`src/rtl/mem_port_arbiter_pkg.sv`:
```
// Shared types for the memory-port arbiter: FSM state codes, owner ids, default widths.
package mem_port_arbiter_pkg;

  localparam int ADDR_W_DEF = 32;
  localparam int LINE_W_DEF = 128;

  typedef enum logic [1:0] {
    ARB_IDLE = 2'd0,
    ARB_BUSY = 2'd1,
    ARB_RESP = 2'd2
  } arb_state_t;

  // grant/req vectors use the owner value as the bit index
  typedef enum logic {
    OWNER_IC = 1'b0,
    OWNER_DC = 1'b1
  } owner_t;

endpackage

```
`src/rtl/mem_port_arbiter_rr_arb2.sv`:
```
// Combinational 2-way round-robin picker; bit 0 = iCache, bit 1 = dCache.
// Zero latency; a tie goes to whichever side did not own the port last.
module mem_port_arbiter_rr_arb2
  import mem_port_arbiter_pkg::*;
(
  input  logic [1:0] req,
  input  owner_t     last,
  output logic [1:0] grant
);

  always_comb begin
    grant = 2'b00;
    unique case (req)
      2'b01:   grant = 2'b01;
      2'b10:   grant = 2'b10;
      2'b11:   grant = (last == OWNER_IC) ? 2'b10 : 2'b01;
      default: grant = 2'b00;
    endcase
  end

endmodule

```
`src/rtl/mem_port_arbiter.sv`:
```
// Shares one memory port between iCache and dCache: req in IDLE -> mem_req next cycle, mem_ready -> ack next cycle.
// Requesters simply hold req until ack; the memory stalls the transaction by withholding mem_ready.
module mem_port_arbiter
  import mem_port_arbiter_pkg::*;
#(
  parameter int ADDR_W = ADDR_W_DEF,
  parameter int LINE_W = LINE_W_DEF
) (
  input  logic              clk,
  input  logic              reset,
  input  logic              ic_req,
  input  logic [ADDR_W-1:0] ic_addr,
  output logic [LINE_W-1:0] ic_rdata,
  output logic              ic_ack,
  input  logic              dc_req,
  input  logic              dc_we,
  input  logic [ADDR_W-1:0] dc_addr,
  input  logic [LINE_W-1:0] dc_wdata,
  output logic [LINE_W-1:0] dc_rdata,
  output logic              dc_ack,
  output logic              mem_req,
  output logic              mem_we,
  output logic [ADDR_W-1:0] mem_addr,
  output logic [LINE_W-1:0] mem_wdata,
  input  logic [LINE_W-1:0] mem_rdata,
  input  logic              mem_ready,
  output logic              arb_busy
);

  typedef struct packed {
    logic              we;
    logic [ADDR_W-1:0] addr;
    logic [LINE_W-1:0] wdata;
  } mem_cmd_t;

  arb_state_t        state, state_nxt;
  owner_t            owner, last_owner;
  mem_cmd_t          cmd_q;
  logic [LINE_W-1:0] ic_rdata_q, dc_rdata_q;
  logic [1:0]        grant;

  mem_port_arbiter_rr_arb2 u_rr (
    .req   ({dc_req, ic_req}),
    .last  (last_owner),
    .grant (grant)
  );

  always_comb begin
    state_nxt = state;
    unique case (state)
      ARB_IDLE: if (|grant)   state_nxt = ARB_BUSY;
      ARB_BUSY: if (mem_ready) state_nxt = ARB_RESP;
      ARB_RESP: state_nxt = ARB_IDLE;
      default:  state_nxt = ARB_IDLE;
    endcase
  end

  always_ff @(posedge clk or negedge reset) begin
    if (!reset) begin
      state      <= ARB_IDLE;
      owner      <= OWNER_IC;
      last_owner <= OWNER_IC;
      cmd_q      <= '0;
      ic_rdata_q <= '0;
      dc_rdata_q <= '0;
    end else begin
      state <= state_nxt;
      if (state == ARB_IDLE && |grant) begin
        owner <= grant[1] ? OWNER_DC : OWNER_IC;
        if (grant[1])
          cmd_q <= '{we: dc_we, addr: dc_addr, wdata: dc_wdata};
        else
          cmd_q <= '{we: 1'b0, addr: ic_addr, wdata: '0};
      end
      // a writeback returns no line, so dc_rdata keeps the last read
      if (state == ARB_BUSY && mem_ready) begin
        if (owner == OWNER_IC)
          ic_rdata_q <= mem_rdata;
        else if (!cmd_q.we)
          dc_rdata_q <= mem_rdata;
      end
      if (state == ARB_RESP)
        last_owner <= owner;
    end
  end

  assign mem_req   = (state == ARB_BUSY);
  assign mem_we    = cmd_q.we;
  assign mem_addr  = cmd_q.addr;
  assign mem_wdata = cmd_q.wdata;
  assign ic_ack    = (state == ARB_RESP) && (owner == OWNER_IC);
  assign dc_ack    = (state == ARB_RESP) && (owner == OWNER_DC);
  assign ic_rdata  = ic_rdata_q;
  assign dc_rdata  = dc_rdata_q;
  assign arb_busy  = (state != ARB_IDLE);

endmodule

```
`config.mk`:
```
export PLATFORM = sky130hd
export DESIGN_NAME = mem_port_arbiter
export DESIGN_NICKNAME = d
export VERILOG_FILES = /design/src/rtl/mem_port_arbiter_pkg.sv /design/src/rtl/mem_port_arbiter_rr_arb2.sv /design/src/rtl/mem_port_arbiter.sv
export SDC_FILE = /design/constraint.sdc
export NUM_CORES = 1
export LEC_CHECK = 0
export ABC_AREA = 1
export ABC_CLOCK_PERIOD_IN_PS = 1690
export BUFFER_PORTS_ARGS = -buffer_cell sky130_fd_sc_hd__buf_2
export CAP_MARGIN = 20
export CELL_PAD_IN_SITES_DETAIL_PLACEMENT = 1
export CELL_PAD_IN_SITES_GLOBAL_PLACEMENT = 1
export CORE_AREA = 3 3 288 290
export CTS_BUF_LIST = sky130_fd_sc_hd__clkbuf_4 sky130_fd_sc_hd__clkbuf_8
export CTS_CLUSTER_SIZE = 40
export DETAILED_ROUTE_END_ITERATION = 10
export DIE_AREA = 0 0 291 293
export PLACE_DENSITY = 0.54
export SLEW_MARGIN = 0
export SYNTH_ARGS = -nofsm -noshare
export SYNTH_HDL_FRONTEND = slang
export SYNTH_HIERARCHICAL = 1
export SYNTH_SLANG_ARGS = --single-unit
export TNS_END_PERCENT = 100
```
`constraint.sdc`:
```
create_clock -name clk -period 1.69 [get_ports clk]
set_input_delay 0.0845 -clock clk [delete_from_list [all_inputs] [get_ports clk]]
set_output_delay 0.0845 -clock clk [all_outputs]
set_load 0.02 [all_outputs]
```
==> impl_metrics.ini <==
[run_status]
outcome = finished clean

[job]
maxCapViolations = 0

[floorplan]
floorplan.die.width_um = 291
initial_core_utilization_pct = 21.71
io_pins = 747
core-area_um2 = 80550
floorplan.rows = 104
die_h_um = 293
die_area_um2 = 85260

[sta]
timing.final.hold_violations = 0
fmaxAchievable_mhz = 621.3
fin_worst_skew_ns = 0.02698
setup_tns_ns = 0
final-setup-viol-count = 0
period_minus_slack_ns = 1.609
maxSlewViolCount = 0
period_share_pct = 95.23
grt_setup_unrepaired = true
worst-slew-pin-transition_ns = 0.5007
slew_headroom_pct = 66.62

[placed_design]
post_dp_cell_area_um2 = 23160
gpl.final_weighted_congestion = 0.8499
io_buffer_count = 746
detailedPlacementHpwl_um = 59160
place.detailed.instances = 3823

[clock_network]
h-tree-depth = 3
cts.root.buffer_cell = clkbuf_8
numCtsBuffers = 84
max-clock-path-buffers = 3
tritoncts = built
cts.clk_slew.worst_paths_ns = 0.06
clkSinkCount = 421
worstSkewPairLatency_ns = 0.67

[power]
max-vdd-ir-drop_v = 0.0007842
power.density_nw_per_um2 = 1903
leakage_uw = 0.01579

[global_route]
gr-total-overflow = 0
global_router_s_overall_resource_usage_pct = 18.71
antenna_found_initial = 2
first_global_vias = 20580
grt_max_degree = 51
grt_pass1_wl_um = 124800

[layout]
final_cell_count_no_fill = 4322
drive_gt1_share_pct = 31.72
fin_area_um2 = 28600
syn_to_final_growth_pct = 63.52
fill_cells = 9664
layout_commonest_cell = nand2_1
nets = 3520
mostFrequentLayoutCells = nand2_1 (1023), buf_2 (741), dfrtp_1 (418)

[yosys]
synth_top_cell_area_share_pct = 60.23
yosysWarningCount = 6
post_synth_main_area_contributors = dfrtp_1 (60%), nand2_1 (22%), o21bai_1 (5.5%)
postSynthRegisterBits = 421
netlist_area_um2 = 17490
post_synth.cell_area_avg_um2 = 8.532
netlist.top_cell.by_area = dfrtp_1
syn_inst = 2050
mappedNetlistNets = 2376
synth_cell_type_count = 17
ys_seq_area_share_pct = 60.23

[critical_path]
critical_path_arrival_ns = 2.12
critical_path.cell_chain = buf_6 > buf_4 > nor2_4 > o21ai_4 > buf_12 > buf_16 > nand2_1 > nand2_1
buffers_inverters_on_critical_path = 4
cp-start-kind = register
critical_path.max_fanout = 21
crit_path_frequent_cell = nand2_1
timing.critical_path.slowest_cell_delay_ns = 0.44
cpLargestDelayFamily = buffers and inverters
worst_endpoint_required_time_ns = 2.20
slowest_stage_cell_cp = dfrtp_2
worstSetupEndpointType = register
timing.setup.critical_path_class = register to register

[drt]
drt-pass1-iter-count = 5
avgViaCountPerCell = 4.236
route.detailed.drc = 0
route.vias.total = 18310
wirelength_um = 82850
avgRoutedWirePerCell_um = 19.17
detailedRoute.firstIterationViolations = 693
drtAntennaViolNets = 0

[worst_hold_path]
timing.hold.worst.class = input port to register
==> path summary, 6_finish.rpt <==
check,from,end,slack (ns),cells after the start
worst max-delay path,state[1]$_DFFE_PN0P_,mem_wdata[74]$_DFFE_PN0P_,0.08,8
worst min-delay path,mem_rdata[78],ic_rdata[78]$_DFFE_PN0P_,0.18,4
worst max register to register,state[1]$_DFFE_PN0P_,mem_wdata[74]$_DFFE_PN0P_,0.08,8
worst min register to register,mem_wdata[92]$_DFFE_PN0P_,mem_wdata[92]$_DFFE_PN0P_,0.46,2
max in group asynchronous,reset,dc_rdata[71]$_DFFE_PN0P_,0.93,3
min in group asynchronous,reset,mem_wdata[21]$_DFFE_PN0P_,0.19,3
==> kinds of logic (layout without fill, tap and decap cells) <==
| logic type | Yosys count | in the layout | share of synthesized area, % |
|---|---|---|---|
| AO/OA/AOI/OAI | 166 | 166 | 6.617 |
| buffers and inverters | 292 | 1502 | 7.032 |
| flip-flops | 421 | 421 | 60.23 |
| other | 0 | 2 | 0 |
| AND/OR/NAND/NOR | 1171 | 1171 | 26.12 |
==> cell usage after synthesis <==
cell type	instances
a21oi_1	1
buf_1	3
buf_2	77
buf_4	10
clkbuf_1	36
dfrtp_1	421
inv_1	164
inv_2	2
nand2_1	1031
nand3_1	131
nand3_2	1
nor2_1	7
nor2_2	1
o21ai_0	35
o21ai_2	1
o21bai_1	128
o31ai_1	1
==> where the power goes <==
part	switching (µW)	total, µW	internal, µW
clock network	4810	11200	6370
logic	16900	25900	8920
registers	2620	17400	14800
total	24400	54400	30000
==> worst reg2reg max path: stages, from the launching register on <==
cell and delay (ns):
dfrtp_2 0.44, buf_6 0.13, buf_4 0.14, nor2_4 0.15, o21ai_4 0.14, buf_12 0.18, buf_16 0.17, nand2_1 0.08
nand2_1 0.05
==> state kept, by name, summed over array words and instances (netlist names) <==
| signal | cells |
|---|---|
| mem_wdata | 128 |
| mem_addr | 32 |
| ic_rdata | 128 |
| dc_rdata | 128 |
| mem_we | 1 |
| last_owner | 1 |
| owner | 1 |
| state | 2 |
==> metrics by stage <==
| stage | hold slack, ns | total power (µW) | utilization, % | setup slack, ns |
|---|---|---|---|---|
| after floorplan | -0.2111 | 30830 | - | 0.2351 |
| after global placement | 0.02204 | 41540 | 28.75 | 0.07607 |
| after detailed placement | 0.01948 | 42170 | 28.75 | 0.008896 |
| after CTS | 0.07373 | 54690 | 35.14 | -0.04548 |
| after global routing | 0.1252 | 58350 | 35.51 | -0.03957 |
| final | 0.1782 | 54430 | 35.51 | 0.08056 |
==> layer usage <==
layer | routed length (µm) | track usage [%]
met1 | 31910 | 21.04
met2 | 41380 | 32.95
met3 | 4753 | 4.240
met4 | 4812 | 10.14
met5 | 0 | 0
==> what timing repair did <==
action | in CTS | in global routing
setup endpoints to repair | 4 | 121
pin swaps | 1 | 2
hold buffers | 326 | 0
gates cloned | 0 | 7
buffers inserted | 6 | 6
endpoints found under the hold margin | 841 | 0
gates resized for setup | 15 | 23
==> final cells by class <==
| type | instances | area, µm² | area share (%) |
|---|---|---|---|
| Antenna cell | 2 | 5.005 | 0.01750 |
| Clock buffer | 134 | 1607 | 5.617 |
| Clock inverter | 18 | 176.4 | 0.6169 |
| Inverter | 166 | 628.1 | 2.196 |
| Multi-Input combinational cell | 1337 | 5837 | 20.41 |
| Sequential cell | 421 | 10540 | 36.85 |
| Tap cell | 1060 | 1326 | 4.637 |
| Timing Repair Buffer | 1184 | 8482 | 29.66 |
(Power assumes the default switching activity.)
